### src/rtl/router_reg.sv
// Datapath register stage of the 1x3 router: latches the header, steers bytes
// into the selected FIFO, and checks packet parity for router_fsm.
module router_reg #(
  parameter int DATA_W = 8
) (
  input  logic              clock,
  input  logic              reset,
  input  logic              pkt_valid,
  input  logic [DATA_W-1:0] data_in,
  input  logic              fifo_full,
  input  logic              detect_add,
  input  logic              lfd_state,
  input  logic              ld_state,
  input  logic              laf_state,
  input  logic              full_state,
  input  logic              rst_int_reg,
  output logic [DATA_W-1:0] dout,
  output logic              parity_done,
  output logic              low_pkt_valid,
  output logic              err
);

  logic [DATA_W-1:0] dout_q, dout_d;
  logic [DATA_W-1:0] header_byte_q, header_byte_d;
  logic [DATA_W-1:0] hold_byte_q, hold_byte_d;
  logic [DATA_W-1:0] int_parity_q, int_parity_d;
  logic [DATA_W-1:0] pkt_parity_q, pkt_parity_d;
  logic              parity_done_q, parity_done_d;
  logic              low_pkt_valid_q, low_pkt_valid_d;
  logic              err_q, err_d;
  logic              checked_q, checked_d;

  always_comb begin
    dout_d          = dout_q;
    header_byte_d   = header_byte_q;
    hold_byte_d     = hold_byte_q;
    int_parity_d    = int_parity_q;
    pkt_parity_d    = pkt_parity_q;
    parity_done_d   = parity_done_q;
    low_pkt_valid_d = low_pkt_valid_q;
    err_d           = err_q;
    checked_d       = checked_q;

    // Address 2'b11 names no port; keep the previous header.
    if (detect_add && pkt_valid && data_in[1:0] != 2'b11)
      header_byte_d = data_in;

    // A byte arriving while the FIFO is full is parked and replayed in LAF.
    if (lfd_state)                   dout_d = header_byte_q;
    else if (ld_state && !fifo_full) dout_d = data_in;
    else if (ld_state && fifo_full)  hold_byte_d = data_in;
    else if (laf_state)              dout_d = hold_byte_q;

    if (detect_add)                                     int_parity_d = '0;
    else if (lfd_state)                                 int_parity_d = int_parity_q ^ header_byte_q;
    else if (ld_state && pkt_valid && !full_state)      int_parity_d = int_parity_q ^ data_in;

    if (ld_state && !pkt_valid)
      pkt_parity_d = data_in;

    if (rst_int_reg)                  low_pkt_valid_d = 1'b0;
    else if (ld_state && !pkt_valid)  low_pkt_valid_d = 1'b1;

    if (detect_add)
      parity_done_d = 1'b0;
    else if ((ld_state && !fifo_full && !pkt_valid) ||
             (laf_state && low_pkt_valid_q && !parity_done_q))
      parity_done_d = 1'b1;

    // Compare once, the cycle after parity_done rises; hold until next header.
    if (detect_add) begin
      err_d     = 1'b0;
      checked_d = 1'b0;
    end else if (parity_done_q && !checked_q) begin
      err_d     = (int_parity_q != pkt_parity_q);
      checked_d = 1'b1;
    end
  end

  always_ff @(posedge clock or posedge reset) begin
    if (reset) begin
      dout_q          <= '0;
      header_byte_q   <= '0;
      hold_byte_q     <= '0;
      int_parity_q    <= '0;
      pkt_parity_q    <= '0;
      parity_done_q   <= 1'b0;
      low_pkt_valid_q <= 1'b0;
      err_q           <= 1'b0;
      checked_q       <= 1'b0;
    end else begin
      dout_q          <= dout_d;
      header_byte_q   <= header_byte_d;
      hold_byte_q     <= hold_byte_d;
      int_parity_q    <= int_parity_d;
      pkt_parity_q    <= pkt_parity_d;
      parity_done_q   <= parity_done_d;
      low_pkt_valid_q <= low_pkt_valid_d;
      err_q           <= err_d;
      checked_q       <= checked_d;
    end
  end

  assign dout          = dout_q;
  assign parity_done   = parity_done_q;
  assign low_pkt_valid = low_pkt_valid_q;
  assign err           = err_q;

endmodule
### config.mk
export PLATFORM = sky130hd
export DESIGN_NAME = router_reg
export DESIGN_NICKNAME = d
export VERILOG_FILES = /design/src/rtl/router_reg.sv
export SDC_FILE = /design/constraint.sdc
export NUM_CORES = 1
export LEC_CHECK = 0
export ABC_AREA = 1
export CORE_ASPECT_RATIO = 0.9
export CORE_MARGIN = 2
export CORE_UTILIZATION = 50
export CTS_BUF_LIST = sky130_fd_sc_hd__clkbuf_8
export DETAILED_ROUTE_END_ITERATION = 10
export DONT_BUFFER_PORTS = 1
export GPL_TIMING_DRIVEN = 0
export PLACE_DENSITY = 0.62
export SYNTH_ARGS = -nofsm -noshare
export SYNTH_HDL_FRONTEND = slang
export SYNTH_SLANG_ARGS = --single-unit
### constraint.sdc
create_clock -name clock -period 1.7 [get_ports clock]
set_clock_uncertainty 0.15 [all_clocks]
set_input_delay 0.17 -clock clock [delete_from_list [all_inputs] [get_ports clock]]
set_output_delay 0.17 -clock clock [all_outputs]
set_load 0.02 [all_outputs]
==> results of run 1 <==
-- critical path, stage by stage, from the launching register on --
cell,delay [ns]
dfrtp_1,0.49
a21oi_1,0.16
a21oi_1,0.07
dlygate4sd3_1,0.55
-- worst paths after layout --
| kind | startpoint | to | slack, ns | depth (start not counted) |
|---|---|---|---|---|
| max | parity_done$_DFFE_PP0P_ | parity_done$_DFFE_PP0P_ | 0.16 | 3 |
| min | detect_add | header_byte_q[6]$_DFFE_PP0P_ | 0.005 | 3 |
| max reg2reg | parity_done$_DFFE_PP0P_ | parity_done$_DFFE_PP0P_ | 0.16 | 3 |
| min reg2reg | header_byte_q[6]$_DFFE_PP0P_ | header_byte_q[6]$_DFFE_PP0P_ | 0.34 | 2 |
| max in group asynchronous | reset | int_parity_q[3]$_DFFE_PP0P_ | 0.71 | 3 |
| min in group asynchronous | reset | hold_byte_q[0]$_DFFE_PP0P_ | 0.20 | 2 |
-- through the flow --
stage                     cell area [um^2]  power (uW)  TNS [ns]
final                                 2430        2830         0
after global routing                  2430        2980         0
after CTS                             2430        2850         0
after detailed placement              2150        1720         0
after global placement                2120        1700     -7.54
after floorplan                       2060        1620         0
-- kinds of logic (layout without fill, tap and decap cells) --
| kind of cell | count (synthesis) | in the layout | synth area share (%) |
|---|---|---|---|
| AND/OR/NAND/NOR | 119 | 119 | 23.4 |
| AO/OA/AOI/OAI | 55 | 55 | 14.6 |
| flip-flops | 44 | 44 | 53.4 |
| buffers and inverters | 37 | 58 | 7.35 |
| XOR/XNOR | 3 | 3 | 1.28 |
-- area by class of cell --
cell class                 instances  area, um^2  share of cell area [%]
sequential                        44        1100                    45.4
multi-input combinational        177         808                    33.3
timing repair buffer              13         148                    6.08
inverter                          30         113                    4.64
clock inverter                     3        90.1                    3.71
clock buffer                       5        68.8                    2.84
tap                               48        60.1                    2.47
buffer                             7        38.8                    1.60
-- cells in the mapped netlist (2+ instances only) --
cell / number
nand2_1: 72
dfrtp_1: 44
o21ai_0: 33
inv_1: 27
nor2_1: 24
nand3_1: 21
a21oi_1: 11
a31oi_1: 5
buf_2: 4
o211ai_1: 3
xnor2_1: 3
buf_4: 2
inv_2: 2
-- power groups by stage --
stage                     clock, uW  combinational (uW)  sequential, uW
after floorplan                   0                 289            1330
after global placement            0                 349            1350
after detailed placement          0                 365            1350
after CTS                      1120                 391            1330
after global routing           1160                 458            1350
final                          1110                 388            1330
-- layout by cell type, fill, tap and decap left out --
cell           netlist  routed
inv_2                2       3
o21ai_0             33      33
o211ai_2             1       1
a31oi_1              5       5
clkbuf_1             1       1
o21ai_1              1       1
nand2_1             72      72
nor2_1              24      24
nand3_2              1       1
clkbuf_8             0       5
nand3_1             21      21
inv_1               27      26
buf_2                4       4
buf_4                2       2
o21ai_2              1       1
a21oi_1             11      11
dlygate4sd3_1        0      12
xnor2_1              3       3
clkinv_1             1       1
buf_16               0       1
nand2_2              1       1
dfrtp_1             44      44
bufinv_16            0       3
o211ai_1             3       3
-- flip-flops by register name (all words and copies together) (netlist names) --
signal         cells
dout               8
header_byte_q      8
hold_byte_q        8
int_parity_q       8
pkt_parity_q       8
checked_q          1
err                1
low_pkt_valid      1
parity_done        1
-- what timing repair did --
| action | 4_1_cts | 5_1_grt |
|---|---|---|
| gates resized for setup | 0 | 0 |
| hold buffers | 12 | 0 |
| setup buffers | 0 | 0 |
| endpoints found under the hold margin | 42 | 0 |
-- per-layer routing --
| metal | share of wire, % | wire length, um |
|---|---|---|
| met1 | 47 | 2200 |
| met4 | 1.1 | 52 |
| met5 | 0 | 0 |
| met2 | 47 | 2220 |
| met3 | 4.6 | 216 |
==> reports/results.ini, run 1 <==
[timing]
whs_ns=0.00477
tightest_slew_ns=0.504
hold_violations=0
finalMaxSlewViolations=0
final.min_clock_period_ns=1.54
min_period_over_period_pct=90.4
relSlewSlack_pct=66.4
layout_setup_ws_ns=0.163
rsz0062_at_grt=no
max_freq_ghz=0.650
setup-violations-final=0

[cts]
cts_max_level=2
cts_root_buf=clkbuf_8
cts_made_buffers=5
cts_max_path_buffers=2
cts_tree=yes
cts_num_sinks=44
clk_pin_slew_ns=0.09
insertion_delay_ns=0.30

[grt]
grt_util_met1_pct=30.4
grt_use_total_pct=22.8
grt_busiest_layer=met2
antenna_found_initial=0
use_met3_pct=5.60
grt-ovfl-total=0
grt_pass1_wl_um=8150
grt_max_degree=24
met2_usage_pct=37.3
grt_pass1_vias=1750

[yosys]
ys_seq_area_share_pct=53.4
synth_fp_nets=276
synthCells=258
synth_edf_count=0
yosys-top-cells-area=dfrtp_1, nand2_1, o21ai_0, nand3_1, inv_1
netlist.area_leader.share_pct=53.4
synth_area_per_cell_um2=7.99
synth_top_area_cell=dfrtp_1
ys.flop_type=dfrtp_1
synth-seq-cells=44
synthDistinctLibCells=20
ys_async_sr_fraction_pct=100
ys.warnings.count=0
netlist_area_um2=2060

[finish]
fillerInstances=370
fin_nets=296
antenna_cells=0
fin_util_pct=60.4
final_cells=327
drive_above_1_share_pct=7.89
syn_to_final_growth_pct=17.8

[routing]
wl_um=4690
first_pass_iters=4
routedWlPerCell_um=14.3
postRouteAntennaNets=0
via_per_inst=5.30
drtIter0Drc=124
via_count=1734
drc=0

[setup_path]
critPathKind=reg2reg
cp_max_fo=4
worst_ep_required_time_ns=1.74
critPathLaunchType=register
worstPathArrival_ns=1.57
crit_path_end_kind=register

[power]
p_leak_uw=0.00119
swShare_pct=26.4
power.internal_uw=2080
p_comb_share_pct=13.7
pwr-share-seq_pct=47.1
power_switching_uw=746
power.share.clock_pct=39.2
p_per_area_nw_per_um2=1170
vdd_drop_max_mv=0.552

[die]
die_h_um=64.9
num_io_pins=29
core_um2=4020
die_w_um=71.7
initial_core_util_pct=51.3
die-area_um2=4650
core.rowCount=22

[place]
place_inst=307
dp_hpwl_um=3340
gp_routability_congestion=0.803
io_buffer_count=0
place_ws_ns=0.336

[flow_run]
maxCapViolCount=0

[outcome]
outcome=completed

[min_path]
hold_class=in2reg

Note: power is estimated with default switching activity, not from simulation.
==> inputs of run 2 (changes only) <==
--- a/config.mk
+++ b/config.mk
@@ -6,14 +6,14 @@
 export NUM_CORES = 1
 export LEC_CHECK = 0
 export ABC_AREA = 1
+export BUFFER_PORTS_ARGS = -buffer_cell sky130_fd_sc_hd__buf_2
 export CORE_ASPECT_RATIO = 0.9
 export CORE_MARGIN = 2
 export CORE_UTILIZATION = 50
 export CTS_BUF_LIST = sky130_fd_sc_hd__clkbuf_8
 export DETAILED_ROUTE_END_ITERATION = 10
-export DONT_BUFFER_PORTS = 1
 export GPL_TIMING_DRIVEN = 0
-export PLACE_DENSITY = 0.62
+export PLACE_DENSITY = 0.68
 export SYNTH_ARGS = -nofsm -noshare
 export SYNTH_HDL_FRONTEND = slang
 export SYNTH_SLANG_ARGS = --single-unit
==> run 2 against run 1 <==
Final area decreased by 1.3%. Sequential power decreased by 4%. Clock-buffer cell count increased by 1. Critical path type is now in2reg. Largest cell class unchanged.
==> reports/results.ini, run 2 (synthesized netlist as in run 1, its figures left out) <==
[outcome]
outcome=completed

[place]
place_inst=334
gp_routability_congestion=0.781
io_buffer_count=27
placement.cell_area_um2=2280
dp_hpwl_um=3330

[grt]
antenna_found_initial=0
grt_max_degree=37
grt_pass1_vias=1691
grt_use_total_pct=22.1
grt_pass1_wl_um=7850
grt-ovfl-total=0

[setup_path]
cp_max_fo=10
worstPathArrival_ns=1.53
critPathKind=in2reg
critPathLaunchType=input port
worst_ep_required_time_ns=1.73
crit_path_end_kind=register

[cts]
clk_pin_slew_ns=0.07
cts_setup_buffers=0
insertion_delay_ns=0.29
cts_tree=yes
cts_max_level=2
post_cts_resize_count=0
cts_root_buf=clkbuf_8
cts_made_buffers=5
cts_max_path_buffers=2
cts_num_sinks=44

[flow_run]
maxCapViolCount=0

[timing]
relSlewSlack_pct=72.3
rsz0062_at_grt=no
whs_ns=0.0442
max_freq_ghz=0.666
finalMaxSlewViolations=0
min_period_over_period_pct=88.3
hold_violations=0
final.min_clock_period_ns=1.50
setup-violations-final=0
tightest_slew_ns=0.413

[routing]
postRouteAntennaNets=0
first_pass_iters=4
via_count=1796
wl_um=4520
via_per_inst=5.21
drtIter0Drc=77
routedWlPerCell_um=13.1
drc=0

[die]
initial_core_util_pct=51.3
die_w_um=71.7
die-area_um2=4650
die_h_um=64.9
num_io_pins=29
core.rowCount=22
core_um2=4020

[min_path]
hold_class=in2reg

[power]
vdd_drop_max_mv=0.597
finalPower_uw=2410
p_leak_uw=0.00123
p_per_area_nw_per_um2=1000

[finish]
final_common_cell=nand2_1
final_cells=345
drive_above_1_share_pct=15.8
antenna_cells=0
fin_nets=314
fin_util_pct=59.6
syn_to_final_growth_pct=16.3
final_cell_mix=nand2_1, dfrtp_1, o21ai_0, buf_2, inv_1
fin_area_um2=2400

## run 2: cell count changes in the layout (fill, tap and decap cells not counted)
cell           previous run  this run
clkbuf_8                  5         6
inv_1                    26        28
buf_2                     4        31
bufinv_16                 3         0
buf_16                    1         0
dlygate4sd3_1            12         3
buf_12                    0         1
## run 2: final cells by class
cell class | count | area (um^2)
clock inverter | 2 | 7.51
clock buffer | 6 | 82.6
sequential | 44 | 1100
buffer | 7 | 38.8
timing repair buffer | 31 | 185
fill | 387 | 1620
inverter | 30 | 113
tap | 48 | 60.1
multi-input combinational | 177 | 808
## run 2: path summary, 6_finish.rpt
kind,from,cells past startpoint,to,slack (ns)
max in group asynchronous,reset,4,dout[5]$_DFFE_PP0P_,0.77
min,pkt_valid,4,parity_done$_DFFE_PP0P_,0.04
min in group asynchronous,reset,3,header_byte_q[0]$_DFFE_PP0P_,0.18
min reg2reg,hold_byte_q[1]$_DFFE_PP0P_,2,hold_byte_q[1]$_DFFE_PP0P_,0.34
max,detect_add,7,int_parity_q[7]$_DFFE_PP0P_,0.20
max reg2reg,parity_done$_DFFE_PP0P_,7,err$_DFFE_PP0P_,0.51
## run 2: stage by stage
stage	setup TNS, ns	setup WS (ns)
floorplan	0	0.349
global placement	-11.60	-0.266
detailed placement	0	0.287
CTS	0	0.212
global route	0	0.0963
finish	0	0.199
## run 2: worst max-delay path, cell delays in order
cell and delay, ns:
dlygate4sd3_1 0.53, buf_2 0.17, nor2_1 0.12, o21ai_2 0.13, buf_4 0.20, a21oi_1 0.15, nor2_1 0.06
## run 2: report_power, final
part	internal (uW)	switching, uW
sequential	1190	88.7
clock	320	332
combinational	182	295
total	1690	716
## run 2: per-layer routing
layer | wire (um) | global-route usage [%] | vias to the layer above
li1 | - | - | 910
met1 | 2170 | 29.4 | 838
met2 | 2130 | 36.5 | 43
met3 | 170 | 4.35 | 5
met4 | 51 | 7.08 | 0
met5 | 0 | 0 | -
## run 2: repair_timing
action | in CTS | in global routing
endpoints found under the hold margin | 47 | 0
setup endpoints to repair | 0 | 0
hold buffers | 3 | 0
==> inputs of run 3 (changes only) <==
--- a/config.mk
+++ b/config.mk
@@ -5,7 +5,6 @@
 export SDC_FILE = /design/constraint.sdc
 export NUM_CORES = 1
 export LEC_CHECK = 0
-export ABC_AREA = 1
 export BUFFER_PORTS_ARGS = -buffer_cell sky130_fd_sc_hd__buf_2
 export CORE_ASPECT_RATIO = 0.9
 export CORE_MARGIN = 2
==> constraint.sdc (replaced) <==
create_clock -name clock -period 1.7 [get_ports clock]
set_clock_uncertainty 0.15 [all_clocks]
set_input_delay 0.17 -clock clock [delete_from_list [all_inputs] [get_ports clock]]
set_output_delay 0.17 -clock clock [all_outputs]
set_load 0.1 [all_outputs]
==> run 3 against run 2 <==
Core utilization up 0.74 points. Flip-flop and latch count unchanged. Routed wire length down 6.0%. Largest cell class unchanged. Synthesized cell count down 32%.
==> reports/results.ini, run 3 <==
[setup_path]
critPathTopFamily=buffers and inverters
cp_max_fo=3
critPathLaunchType=register
crit_path_cell_trace=buf_2
crit_start=low_pkt_valid$_DFFE_PP0P_
cpPeakStageDelay_ns=0.44
timing.rr.start=int_parity_q[3]$_DFFE_PP0P_
critPathBufInv=1
crit_path_end_kind=primary output
worstSetupPathDepth=1
r2r_cells=3
worst_ep_required_time_ns=1.38
critPathKind=reg2out
worstPathArrival_ns=1.13
cp_slowest_cell=buf_2

[power]
p_leak_uw=0.00113
pwr-share-seq_pct=43.7
power.share.clock_pct=28.4
swShare_pct=33.8
power_switching_uw=1040
p_comb_share_pct=27.9
vdd_drop_max_mv=0.793
p_per_area_nw_per_um2=1260
power.internal_uw=2030

[yosys]
synth_common_cells=dfrtp_1, mux2_2, nor2_1
netlist.area_leader.share_pct=52.5
synth_top_area_cell=dfrtp_1
synth-seq-cells=44
ys_async_sr_fraction_pct=100
synthCells=176
ys.warnings.count=0
netlist_area_um2=2100
yosys-top-cells-area=dfrtp_1, mux2_2, mux2i_1, xnor2_1, nor2_1
synth_edf_count=0
synth.most_common_cell=dfrtp_1
synth_area_per_cell_um2=11.9
synth_fp_nets=194
ys_seq_area_share_pct=52.5
synthDistinctLibCells=28
ys.flop_type=dfrtp_1

[routing]
wl_um=4250
via_per_inst=5.39
via_count=1413
drc=0
drtIter0Drc=66
routedWlPerCell_um=16.2
postRouteAntennaNets=0
first_pass_iters=4

[finish]
final_common_cell=dfrtp_1
antenna_cells=0
drive_above_1_share_pct=34.1
fin_area_um2=2440
fin_nets=231
syn_to_final_growth_pct=16.5
final_cell_mix=dfrtp_1, buf_2, mux2_2, nor2_1

[die]
die_h_um=65.4
die-area_um2=4730
core_um2=4050
num_io_pins=29
core.rowCount=22
die_w_um=72.2
initial_core_util_pct=51.8

[min_path]
holdCritStartpoint=data_in[7]
min_path_cells=2
hold_class=in2reg

[grt]
grt_use_total_pct=20.5
antenna_found_initial=0
grt_pass1_vias=1493
grt_max_degree=45
grt-ovfl-total=0
grt_pass1_wl_um=7230

[flow_run]
maxCapViolCount=0

[place]
io_buffer_count=28
placement.cell_area_um2=2300
gp_routability_congestion=0.845
dp_hpwl_um=3130

[cts]
cts_max_level=2
cts_setup_buffers=0
insertion_delay_ns=0.30
clk_pin_slew_ns=0.08
cts_made_buffers=5
cts_num_sinks=44
cts_root_buf=clkbuf_8
post_cts_resize_count=0
cts_tree=yes
cts_max_path_buffers=2

[timing]
hold_violations=0
tightest_slew_ns=0.900
whs_ns=0.00982
finalMaxSlewViolations=0
final.min_clock_period_ns=1.45
max_freq_ghz=0.690
min_period_over_period_pct=85.3
setup-violations-final=0
relSlewSlack_pct=39.9
rsz0062_at_grt=no

[outcome]
outcome=completed

run 3: cell types whose count changed in the layout (fill, tap and decap cells not counted), sizes merged, moves of 4 or more:
cell / previous run / this run
o21ai: 35 / 5
nand3: 22 / 0
o211ai: 4 / 0
mux2: 0 / 27
mux2i: 0 / 13
nand2: 73 / 12
a31oi: 5 / 1
xnor2: 3 / 13
inv: 31 / 2
run 3: area by class of cell:
type	instances	area, um^2
Buffer	6	40.0
Clock buffer	7	96.3
Clock inverter	1	30.0
Fill cell	330	1600
Inverter	2	7.51
Multi-Input combinational cell	124	947
Sequential cell	44	1100
Tap cell	48	60.1
Timing Repair Buffer	30	160
run 3: worst paths after layout:
| check | endpoint | slack [ns] |
|---|---|---|
| max | low_pkt_valid | 0.25 |
| max in group asynchronous | int_parity_q[5]$_DFFE_PP0P_ | 0.39 |
| min reg2reg | dout[1]$_DFFE_PP0P_ | 0.35 |
| max reg2reg | err$_DFFE_PP0P_ | 0.41 |
| min | hold_byte_q[7]$_DFFE_PP0P_ | 0.01 |
| min in group asynchronous | header_byte_q[7]$_DFFE_PP0P_ | 0.46 |
run 3: cells by family (layout without fill, tap and decap cells):
group	after synthesis	count (layout)	share of synthesized area [%]
xor+xnor	16	16	6.69
buf+inv	8	46	2.27
compound gates	24	24	7.40
mux	40	40	20.7
flops	44	44	52.5
simple gates	44	44	10.4
run 3: what timing repair did:
action | CTS | global route
endpoints found under the hold margin | 45 | 0
endpoints found under the setup margin | 0 | 0
hold buffers | 2 | 0
run 3: metal layers:
metal	GRT usage, %	up-vias	wire length (um)
met3	5.67	6	176
met2	33.6	27	2030
met5	0	-	0
li1	-	685	-
met4	6.60	0	62
met1	26.4	695	1980
run 3: power by group through the flow:
stage | Combinational [uW] | Clock, uW | Sequential, uW
final | 858 | 871 | 1340
after global routing | 920 | 920 | 1360
after CTS | 867 | 880 | 1340
after detailed placement | 859 | 0 | 1360
after global placement | 837 | 0 | 1350
after floorplan | 380 | 0 | 1650
run 3: metrics by stage:
stage	TNS, ns	setup WS, ns	power [uW]	utilization (%)	instances
floorplan	0	0.0858	2030	-	176
global placement	-6.44	-0.148	2180	56.7	252
detailed placement	0	0.243	2220	56.7	252
CTS	0	0.241	3090	60.4	262
global route	0	0.151	3200	60.4	262
finish	0	0.250	3070	60.4	262
